<file path="src/rtl/div_arbiter_if.sv">
// div_arbiter_if: client-side bundle for div_arbiter.
// Carries the packed per-requester valid/ready request channel and the single
// id-tagged response channel. The arbiter connects to the slave modport; client
// logic (or a bench) drives the master modport.
interface div_arbiter_if #(
  parameter int NUM_REQ = 4,
  parameter int ID_W    = 2,
  parameter int DIV_W   = 32
);
  // Request side: one valid/ready pair per requester, operands packed per port
  logic [NUM_REQ-1:0]       req_valid;
  logic [NUM_REQ-1:0]       req_ready;
  logic [NUM_REQ*DIV_W-1:0] req_a;
  logic [NUM_REQ*DIV_W-1:0] req_b;

  // Response side: shared by all requesters, tagged with the requester index
  logic                     rsp_valid;
  logic                     rsp_ready;
  logic [ID_W-1:0]          rsp_id;
  logic [DIV_W-1:0]         rsp_q;
  logic [DIV_W-1:0]         rsp_r;
  logic                     rsp_dz;

  modport slave (
    input  req_valid, req_a, req_b, rsp_ready,
    output req_ready, rsp_valid, rsp_id, rsp_q, rsp_r, rsp_dz
  );

  modport master (
    output req_valid, req_a, req_b, rsp_ready,
    input  req_ready, rsp_valid, rsp_id, rsp_q, rsp_r, rsp_dz
  );
endinterface

</file>
<file path="src/rtl/div_arbiter.sv">
// div_arbiter: shares one iterative divider between NUM_REQ requesters.
// Round-robin grant in IDLE, one start pulse per accepted request, then a fixed
// DIV_LATENCY wait before the divider outputs are captured (the divider has no
// busy/done of its own). The response is held until rsp_ready.
// Optional build macro DIV_ZERO_BYPASS_EN: a request with a zero divisor skips
// the divider and responds in the cycle after the accept with q = all ones,
// r = dividend, dz = 1.
module div_arbiter #(
  parameter int NUM_REQ     = 4,
  parameter int ID_W        = 2,
  parameter int DIV_W       = 32,
  parameter int DIV_LATENCY = 33
) (
  input  logic             clock,
  input  logic             reset_n,
  div_arbiter_if.slave     bus,
  output logic             div_start,
  output logic [DIV_W-1:0] div_a,
  output logic [DIV_W-1:0] div_b,
  input  logic [DIV_W-1:0] div_q,
  input  logic [DIV_W-1:0] div_r
);

  localparam int PTR_W = (NUM_REQ > 1) ? $clog2(NUM_REQ) : 1;
  localparam int CNT_W = $clog2(DIV_LATENCY + 1);

  typedef enum logic [1:0] {
    IDLE  = 2'd0,
    START = 2'd1,
    BUSY  = 2'd2,
    DONE  = 2'd3
  } state_t;

  state_t           state_reg, state_next;
  logic [PTR_W-1:0] rr_ptr_reg, rr_ptr_next;
  logic [CNT_W-1:0] cnt_reg, cnt_next;
  logic [DIV_W-1:0] a_reg, a_next;
  logic [DIV_W-1:0] b_reg, b_next;
  logic [DIV_W-1:0] q_reg, q_next;
  logic [DIV_W-1:0] r_reg, r_next;
  logic [ID_W-1:0]  id_reg, id_next;
  logic             dz_reg, dz_next;

  // Unpacked views of the packed operand buses
  logic [DIV_W-1:0] req_a_arr [NUM_REQ];
  logic [DIV_W-1:0] req_b_arr [NUM_REQ];

  // Round-robin search results
  logic             grant_found;
  logic [PTR_W-1:0] grant_idx;
  logic [NUM_REQ-1:0] grant_onehot;
  int               cand;

  for (genvar gi = 0; gi < NUM_REQ; gi++) begin : g_unpack
    assign req_a_arr[gi] = bus.req_a[gi*DIV_W +: DIV_W];
    assign req_b_arr[gi] = bus.req_b[gi*DIV_W +: DIV_W];
  end

  // Find the first valid requester at or after rr_ptr, wrapping around
  always_comb begin
    grant_found = 1'b0;
    grant_idx   = '0;
    cand        = 0;
    for (int k = 0; k < NUM_REQ; k++) begin
      cand = int'(rr_ptr_reg) + k;
      if (cand >= NUM_REQ) begin
        cand = cand - NUM_REQ;
      end
      if (!grant_found && bus.req_valid[cand]) begin
        grant_found = 1'b1;
        grant_idx   = PTR_W'(cand);
      end
    end
  end

  for (genvar gi = 0; gi < NUM_REQ; gi++) begin : g_grant
    assign grant_onehot[gi] = grant_found && (grant_idx == PTR_W'(gi));
  end

  // Accept only in IDLE; reset_n gates it so ready is 0 throughout reset
  assign bus.req_ready = (reset_n && (state_reg == IDLE)) ? grant_onehot : '0;

  // Next-state and datapath update for the IDLE/START/BUSY/DONE sequence
  always_comb begin
    state_next  = state_reg;
    rr_ptr_next = rr_ptr_reg;
    cnt_next    = cnt_reg;
    a_next      = a_reg;
    b_next      = b_reg;
    q_next      = q_reg;
    r_next      = r_reg;
    id_next     = id_reg;
    dz_next     = dz_reg;

    case (state_reg)
      IDLE: begin
        if (grant_found) begin
          a_next      = req_a_arr[grant_idx];
          b_next      = req_b_arr[grant_idx];
          id_next     = ID_W'(grant_idx);
          dz_next     = (req_b_arr[grant_idx] == '0);
          rr_ptr_next = (grant_idx == PTR_W'(NUM_REQ - 1)) ? '0 : grant_idx + PTR_W'(1);
`ifdef DIV_ZERO_BYPASS_EN
          // Zero divisor is answered locally; the divider is never started
          if (req_b_arr[grant_idx] == '0) begin
            q_next     = '1;
            r_next     = req_a_arr[grant_idx];
            state_next = DONE;
          end else begin
            state_next = START;
          end
`else
          state_next  = START;
`endif
        end
      end
      START: begin
        // div_start is high for this single cycle; the divider samples it
        // on the edge that also loads the latency counter
        cnt_next   = CNT_W'(DIV_LATENCY - 1);
        state_next = BUSY;
      end
      BUSY: begin
        if (cnt_reg == '0) begin
          q_next     = div_q;
          r_next     = div_r;
          state_next = DONE;
        end else begin
          cnt_next = cnt_reg - CNT_W'(1);
        end
      end
      DONE: begin
        if (bus.rsp_ready) begin
          state_next = IDLE;
        end
      end
      default: begin
        state_next = IDLE;
      end
    endcase
  end

  // State and datapath registers; reset discards any in-flight result
  always_ff @(posedge clock or negedge reset_n) begin
    if (!reset_n) begin
      state_reg  <= IDLE;
      rr_ptr_reg <= '0;
      cnt_reg    <= '0;
      a_reg      <= '0;
      b_reg      <= '0;
      q_reg      <= '0;
      r_reg      <= '0;
      id_reg     <= '0;
      dz_reg     <= 1'b0;
    end else begin
      state_reg  <= state_next;
      rr_ptr_reg <= rr_ptr_next;
      cnt_reg    <= cnt_next;
      a_reg      <= a_next;
      b_reg      <= b_next;
      q_reg      <= q_next;
      r_reg      <= r_next;
      id_reg     <= id_next;
      dz_reg     <= dz_next;
    end
  end

  // Divider operands stay on the latched values until the next accept
  assign div_start = (state_reg == START);
  assign div_a     = a_reg;
  assign div_b     = b_reg;

  // Response fields come straight from registers, so they are stable in DONE
  assign bus.rsp_valid = (state_reg == DONE);
  assign bus.rsp_id    = id_reg;
  assign bus.rsp_q     = q_reg;
  assign bus.rsp_r     = r_reg;
  assign bus.rsp_dz    = dz_reg;

endmodule
</file>
<file path="src/flat_wrapper.sv">
// flat-port wrapper written by rule: the top's interface ports become plain ports
module div_arbiter_flat 
#(
  parameter int NUM_REQ     = 4,
  parameter int ID_W        = 2,
  parameter int DIV_W       = 32,
  parameter int DIV_LATENCY = 33
)
  (clock, reset_n, div_start, div_a, div_b, div_q, div_r, bus_req_valid, bus_req_a, bus_req_b, bus_rsp_ready, bus_req_ready, bus_rsp_valid, bus_rsp_id, bus_rsp_q, bus_rsp_r, bus_rsp_dz);
  div_arbiter_if #(.NUM_REQ(NUM_REQ), .ID_W(ID_W), .DIV_W(DIV_W)) bus_i ();
  input  logic clock;
  input  logic reset_n;
  output logic div_start;
  output logic [DIV_W-1:0] div_a;
  output logic [DIV_W-1:0] div_b;
  input  logic [DIV_W-1:0] div_q;
  input  logic [DIV_W-1:0] div_r;
  input wire logic [$bits(bus_i.req_valid)-1:0] bus_req_valid;
  input wire logic [$bits(bus_i.req_a)-1:0] bus_req_a;
  input wire logic [$bits(bus_i.req_b)-1:0] bus_req_b;
  input wire logic [$bits(bus_i.rsp_ready)-1:0] bus_rsp_ready;
  output wire logic [$bits(bus_i.req_ready)-1:0] bus_req_ready;
  output wire logic [$bits(bus_i.rsp_valid)-1:0] bus_rsp_valid;
  output wire logic [$bits(bus_i.rsp_id)-1:0] bus_rsp_id;
  output wire logic [$bits(bus_i.rsp_q)-1:0] bus_rsp_q;
  output wire logic [$bits(bus_i.rsp_r)-1:0] bus_rsp_r;
  output wire logic [$bits(bus_i.rsp_dz)-1:0] bus_rsp_dz;
  assign bus_i.req_valid = bus_req_valid;
  assign bus_i.req_a = bus_req_a;
  assign bus_i.req_b = bus_req_b;
  assign bus_i.rsp_ready = bus_rsp_ready;
  assign bus_req_ready = bus_i.req_ready;
  assign bus_rsp_valid = bus_i.rsp_valid;
  assign bus_rsp_id = bus_i.rsp_id;
  assign bus_rsp_q = bus_i.rsp_q;
  assign bus_rsp_r = bus_i.rsp_r;
  assign bus_rsp_dz = bus_i.rsp_dz;
  div_arbiter #(.NUM_REQ(NUM_REQ), .ID_W(ID_W), .DIV_W(DIV_W), .DIV_LATENCY(DIV_LATENCY)) u_core (.clock(clock), .reset_n(reset_n), .bus(bus_i), .div_start(div_start), .div_a(div_a), .div_b(div_b), .div_q(div_q), .div_r(div_r));
endmodule
</file>
<file path="config.mk">
export PLATFORM = sky130hd
export DESIGN_NAME = div_arbiter_flat
export DESIGN_NICKNAME = d
export VERILOG_FILES = /design/src/rtl/div_arbiter_if.sv /design/src/rtl/div_arbiter.sv /design/src/flat_wrapper.sv
export SDC_FILE = /design/constraint.sdc
export NUM_CORES = 1
export LEC_CHECK = 0
export ABC_CLOCK_PERIOD_IN_PS = 6300
export BUFFER_PORTS_ARGS = -buffer_cell sky130_fd_sc_hd__buf_2
export CAP_MARGIN = 10
export CORE_AREA = 2 2 179 181
export CTS_CLUSTER_DIAMETER = 100
export DETAILED_ROUTE_END_ITERATION = 6
export DIE_AREA = 0 0 181 183
export GPL_TIMING_DRIVEN = 0
export SYNTH_ARGS = -nofsm -noshare
export SYNTH_HDL_FRONTEND = slang
export SYNTH_SLANG_ARGS = --single-unit
export TNS_END_PERCENT = 30
</file>
<file path="constraint.sdc">
create_clock -name clock -period 6.3 [get_ports clock]
set_input_delay 0.63 -clock clock [delete_from_list [all_inputs] [get_ports clock]]
set_output_delay 0.63 -clock clock [all_outputs]
set_load 0.05 [all_outputs]
</file>
Yosys cells after proc, flatten, opt, wreduce, memory -nomap -nowiden:

Index checks and enable logic that the tools add are counted.

* register bits: 141
* input bits: 327
* output and inout port bits: 137
* word-level logic and storage cells: 96

* $add $sub $neg: 9
* order comparisons: 9
* eq/ne operators: 10
* muxes and demuxes: 38
* bitwise operators: 1
* reductions and logical operators: 20

Operators by type and width (number)
* two-way mux 32 bit: 8
* binary-select mux 32 bit (select 2 bit): 2
* less-than comparator 32 x 4 -> 1 bit (second input constant): 4
* >= comparator 32 x 4 -> 1 bit (second input constant): 3
* subtractor 32 x 4 -> 32 bit (second input constant): 3
* zero test 32 bit: 1
* two-way mux 2 bit: 8
* two-way mux 1 bit: 12
* one-hot mux 6 bit (2 select lines): 1
* binary-select mux 1 bit (select 2 bit): 4
* equality test 2 bit (second input constant): 4
* logical AND 1 bit: 8
* one-hot mux 2 bit (4 select lines): 1
* adder 2 x 2 -> 3 bit (second input constant): 2
* zero test 6 bit: 1
* two-way mux 6 bit: 1
* AND reduction 2 bit: 3
* subtractor 6 x 1 -> 6 bit (second input constant): 1
* equality test 2 x 1 -> 1 bit (second input constant): 2
* zero test 2 bit: 2
* two-way mux 4 bit: 1
* inequality test 2 x 1 -> 1 bit (second input constant): 2
* inequality test 2 bit (second input constant): 2
* subtractor 2 x 3 -> 4 bit (second input constant): 1
* other kinds (8): 10

Depth between registers and ports, before layout:

* depth after elaboration: 20
* depth in mapped cells: 14
* depth with buffers taken out: 9

Least setup slack after synthesis:

Ideal clock, no wire load.

* path type: in2out
* start: input bus_req_valid[2]
* end: output bus_req_ready[3]
* arrival: 3.131 ns
* data required time: 5.670 ns
* setup slack: 2.539 ns
* stages on the path: 10
* buffers on the path: 5
* path through: nor2b_1 > or4b_1 > buf_4 > nand2_8 > clkbuf_1 > buf_2 > buf_2 > buf_1 > ha_1 > and3_1

* longest elaborated chain between the ends: 16
* elaborated cells between the ends (all ways): 29
* those cells by class: eq/ne (1); mux (21); reduce/logical (7)

Ends and longest elaborated chain
* start, declared: line flat_wrapper.sv:18 `input wire logic [$bits(bus_i.req_valid)-1:0] bus_req_valid;`
* binary-select mux 1 bit (select 2 bit): line div_arbiter.sv:69 `if (!grant_found && bus.req_valid[cand]) begin`
* two-way mux 1 bit (implied by the code) (2 in a row): line div_arbiter.sv:69
* two-way mux 1 bit: line div_arbiter.sv:69
* zero test 1 bit: line div_arbiter.sv:69
* logical AND 1 bit: line div_arbiter.sv:69
* two-way mux 1 bit: line div_arbiter.sv:69
* zero test 1 bit: line div_arbiter.sv:69
* logical AND 1 bit: line div_arbiter.sv:69
* two-way mux 1 bit: line div_arbiter.sv:69
* zero test 1 bit: line div_arbiter.sv:69
* logical AND 1 bit: line div_arbiter.sv:69
* two-way mux 2 bit *: line div_arbiter.sv:69
* net u_core.grant_idx[0]: line div_arbiter.sv:50 `logic [PTR_W-1:0] grant_idx;`
* equality test 2 bit *: line div_arbiter.sv:77 `assign grant_onehot[gi] = grant_found && (grant_idx == PTR_W'(gi));`
* logical AND 1 bit *: line div_arbiter.sv:77
* two-way mux 4 bit *: line div_arbiter.sv:81 `assign bus.req_ready = (reset_n && (state_reg == IDLE)) ? grant_onehot : '0;`
* end, declared: line flat_wrapper.sv:22 `output wire logic [$bits(bus_i.req_ready)-1:0] bus_req_ready;`

The timed path passes the listed nets; every way through them passes the cells marked *. The select of a mux whose other input is x is not followed.

Worst setup path after layout:

* start: register u_core.rr_ptr_reg[0]
* end: output bus_req_ready[0]

* longest elaborated chain between the ends: 18
* elaborated cells between the ends (all ways): 44
* those cells by class: add/sub (7); order compare (4); mux (25); reduce/logical (8)

Ends and longest elaborated chain
* start, declared: line div_arbiter.sv:35 `logic [PTR_W-1:0] rr_ptr_reg, rr_ptr_next;`
* start signal, assigned: line div_arbiter.sv:157 `rr_ptr_reg <= rr_ptr_next;`
* branches (longest 16 deep; another with subtractor 32 x 4 -> 32 bit)
* logical AND 1 bit *: line div_arbiter.sv:77
* two-way mux 4 bit *: line div_arbiter.sv:81

Mark *: on every way between the ends. The select of a mux whose other input is x is not followed.

==> impl_metrics.ini <==
[run_status]
status = finished, final reports clean

[route]
ant_nets = 0
drt_iter0_markers = 375
vias = 8138
avgViaCountPerCell = 4.60
wirelength_microns = 29100
drt_pre_antenna_iters = 5
wire_per_inst_microns = 16.4
drc = 0

[timing]
fin_crit_sh = 0.766
fin_crit_ps = 4830
tns_ps = 0
hold_viol_final = 0
setup_viol = 0
rsz0062_at_grt = false
finClkSkew_ps = 17.9
fmax_ghz = 0.207
finalMaxSlewViolations = 0
worst_pin_slew_ps = 887
relSlewSlack = 0.409

[synthesis]
synth_cell_types = 44
ys_seq_elements = 141
synth_top_area_share = 0.467
synthesis.nets = 1210
synth_warnings = 0
yosys.area.top_type = dfrtp_1
postSynthAreaPerCell_sq_um = 8.66
yosysSeqAreaShare = 0.467
synth_edf_count = 0
synthArstFlopShare = 1.00
ys.flop_type = dfrtp_1
synth_area_leaders = dfrtp_1 47%, nand2_1 16%, mux2_2 12%
netlist_instances = 873
syn-cell-area_sq_mm = 0.00756

[global_route]
grt_pass1_wl_microns = 43400
grt_usage = 0.170
grt_use_met2 = 0.292
grt-busiest-layer = met2
use_met3 = 0.0405
use_met1 = 0.205
grt_start_max_net_pins = 87
grt_pass1_vias = 7836
grt_antenna_before_repair = 0
grt.overflow.total = 0

[finish]
fill_cells = 3316
syn2layout_area_growth_pct = 45.5
finalNonFillerCells = 1771
antenna_cells = 0
layout_commonest_cell = buf_2
final_nets = 1693
drive_above_1_share = 0.429
final_cell_mix = 468 x buf_2, 320 x nand2_1, 141 x dfrtp_1, 78 x mux2_2, 71 x nand3_1

[clocking]
cts_sinks = 141
ctsHoldBuffers = 0
root_buffer = clkbuf_16
cts-resized-gates = 0
post_cts_buffers = 0
cts_buffer_depth = 2
ctsHtreeMaxLevel = 4
cts_tree = done
cts_buffers = 17
clock_latency_ps = 420
clk_pin_slew_ps = 70

[power]
p_per_area_mw_per_mm2 = 611
p_seq_frac = 0.237
switching_share = 0.547
p_clk_frac = 0.154
ir_worst_vdd_mv = 0.219
combPwrFrac = 0.609
p_leak_nw = 5.74
p_sw_mw = 3.68
p_int_mw = 3.04

[worst_hold_path]
hp-class = in2async

[critical_path]
cp_max_fo = 11
path_class = reg2out
worstPathRequired_ps = 5670
critical_path.endpoint_type = primary output
cp.arrival_ps = 4200
crit_path_start = u_core.rr_ptr_reg[0]
critPathLaunchType = flop
r2r_start = u_core.rr_ptr_reg[0]

[floorplanning]
die_h_microns = 183
rows = 65
initial_core_util = 0.242
coreArea_sq_mm = 0.0312
io_pins = 464
die_w_microns = 181
dieArea_sq_mm = 0.0331

[flow_run]
cap_violations = 0

[place]
dp_cells = 1739
place.gp.congestion = 0.936
dp_hpwl_microns = 23200
portBuffers = 463
==> worst max-delay path: stages, from the launching register on <==
cell and delay (ps):
dfrtp_1 400, nor2b_1 150, or4_1 140, buf_4 170, nand2_8 70, inv_4 70
buf_6 140, buf_2 290, clkbuf_1 420, clkbuf_1 640, clkbuf_1 620, ha_1 260
and3_1 140, buf_2 270
==> through the flow <==
stage                     utilization  power (mW)  instance area, sq um  setup slack (ps)  hold WS [ps]
after floorplan                     -        4.54                  7560              2540           334
after global placement          0.332        5.68                 10400              1480           455
after detailed placement        0.333        5.73                 10400              1500           458
after CTS                       0.352        6.80                 11000              1400           188
after global routing            0.352        7.16                 11000              1160           217
final                           0.352        6.72                 11000              1470           177
==> power by group through the flow <==
stage / registers [mW] / clock network [mW] / logic, mW
final: 1.59 / 1.04 / 4.09
after CTS: 1.59 / 1.08 / 4.13
after floorplan: 3.07 / 0 / 1.46
after global placement: 1.59 / 0 / 4.10
after detailed placement: 1.61 / 0 / 4.12
after global routing: 1.65 / 1.12 / 4.39
==> cells in the mapped netlist (all sizes together) (5+ instances only) <==
library cell  number
a211oi             7
a21boi             7
a21oi             34
a22oi             13
a31oi              7
buf               21
clkbuf            42
dfrtp            141
ha                10
inv                5
mux2              78
mux2i             12
nand2            321
nand2b             6
nand3             71
nor2b              6
nor4               6
o21ai             51
==> metal layers <==
metal	vias to the layer above	wire length [microns]
met5	-	0
met4	0	752
met3	43	2230
met1	3789	12100
met2	379	14000
li1	3927	-
==> area by class of cell <==
class / instances / area (sq um) / share of cell area
plain buffers: 63 / 259 / 0.0235
clock buffers: 18 / 429 / 0.0390
clock inverters: 14 / 159 / 0.0144
inverters: 6 / 25.0 / 0.00227
multi-input cells: 663 / 3750 / 0.341
flip-flops and latches: 141 / 3530 / 0.321
well taps: 402 / 503 / 0.0457
repair buffers: 464 / 2350 / 0.214
==> path summary, 6_finish.rpt <==
path / to / slack (ps) / cells past startpoint
min: u_core.bus.rsp_r[22] / 180 / 1
min in group clock: u_core.bus.rsp_r[11] / 440 / 2
max reg2reg: u_core.div_a[27] / 2530 / 10
max in group asynchronous: u_core.div_a[12] / 5290 / 2
max: bus_req_ready[0] / 1470 / 13
min reg2reg: u_core.div_b[3] / 470 / 2
==> logic make-up (layout without fill, tap and decap cells) <==
group           after synthesis  count (layout)  synth area share
simple gates                429             429             0.240
xor+xnor                      3               3           0.00348
mux                          90              90             0.132
fa+ha+maj                    10              10            0.0166
flops                       141             141             0.467
compound gates              131             131             0.104
buf+inv                      69             565            0.0376
No activity file was read; power rests on OpenSTA's default activity.
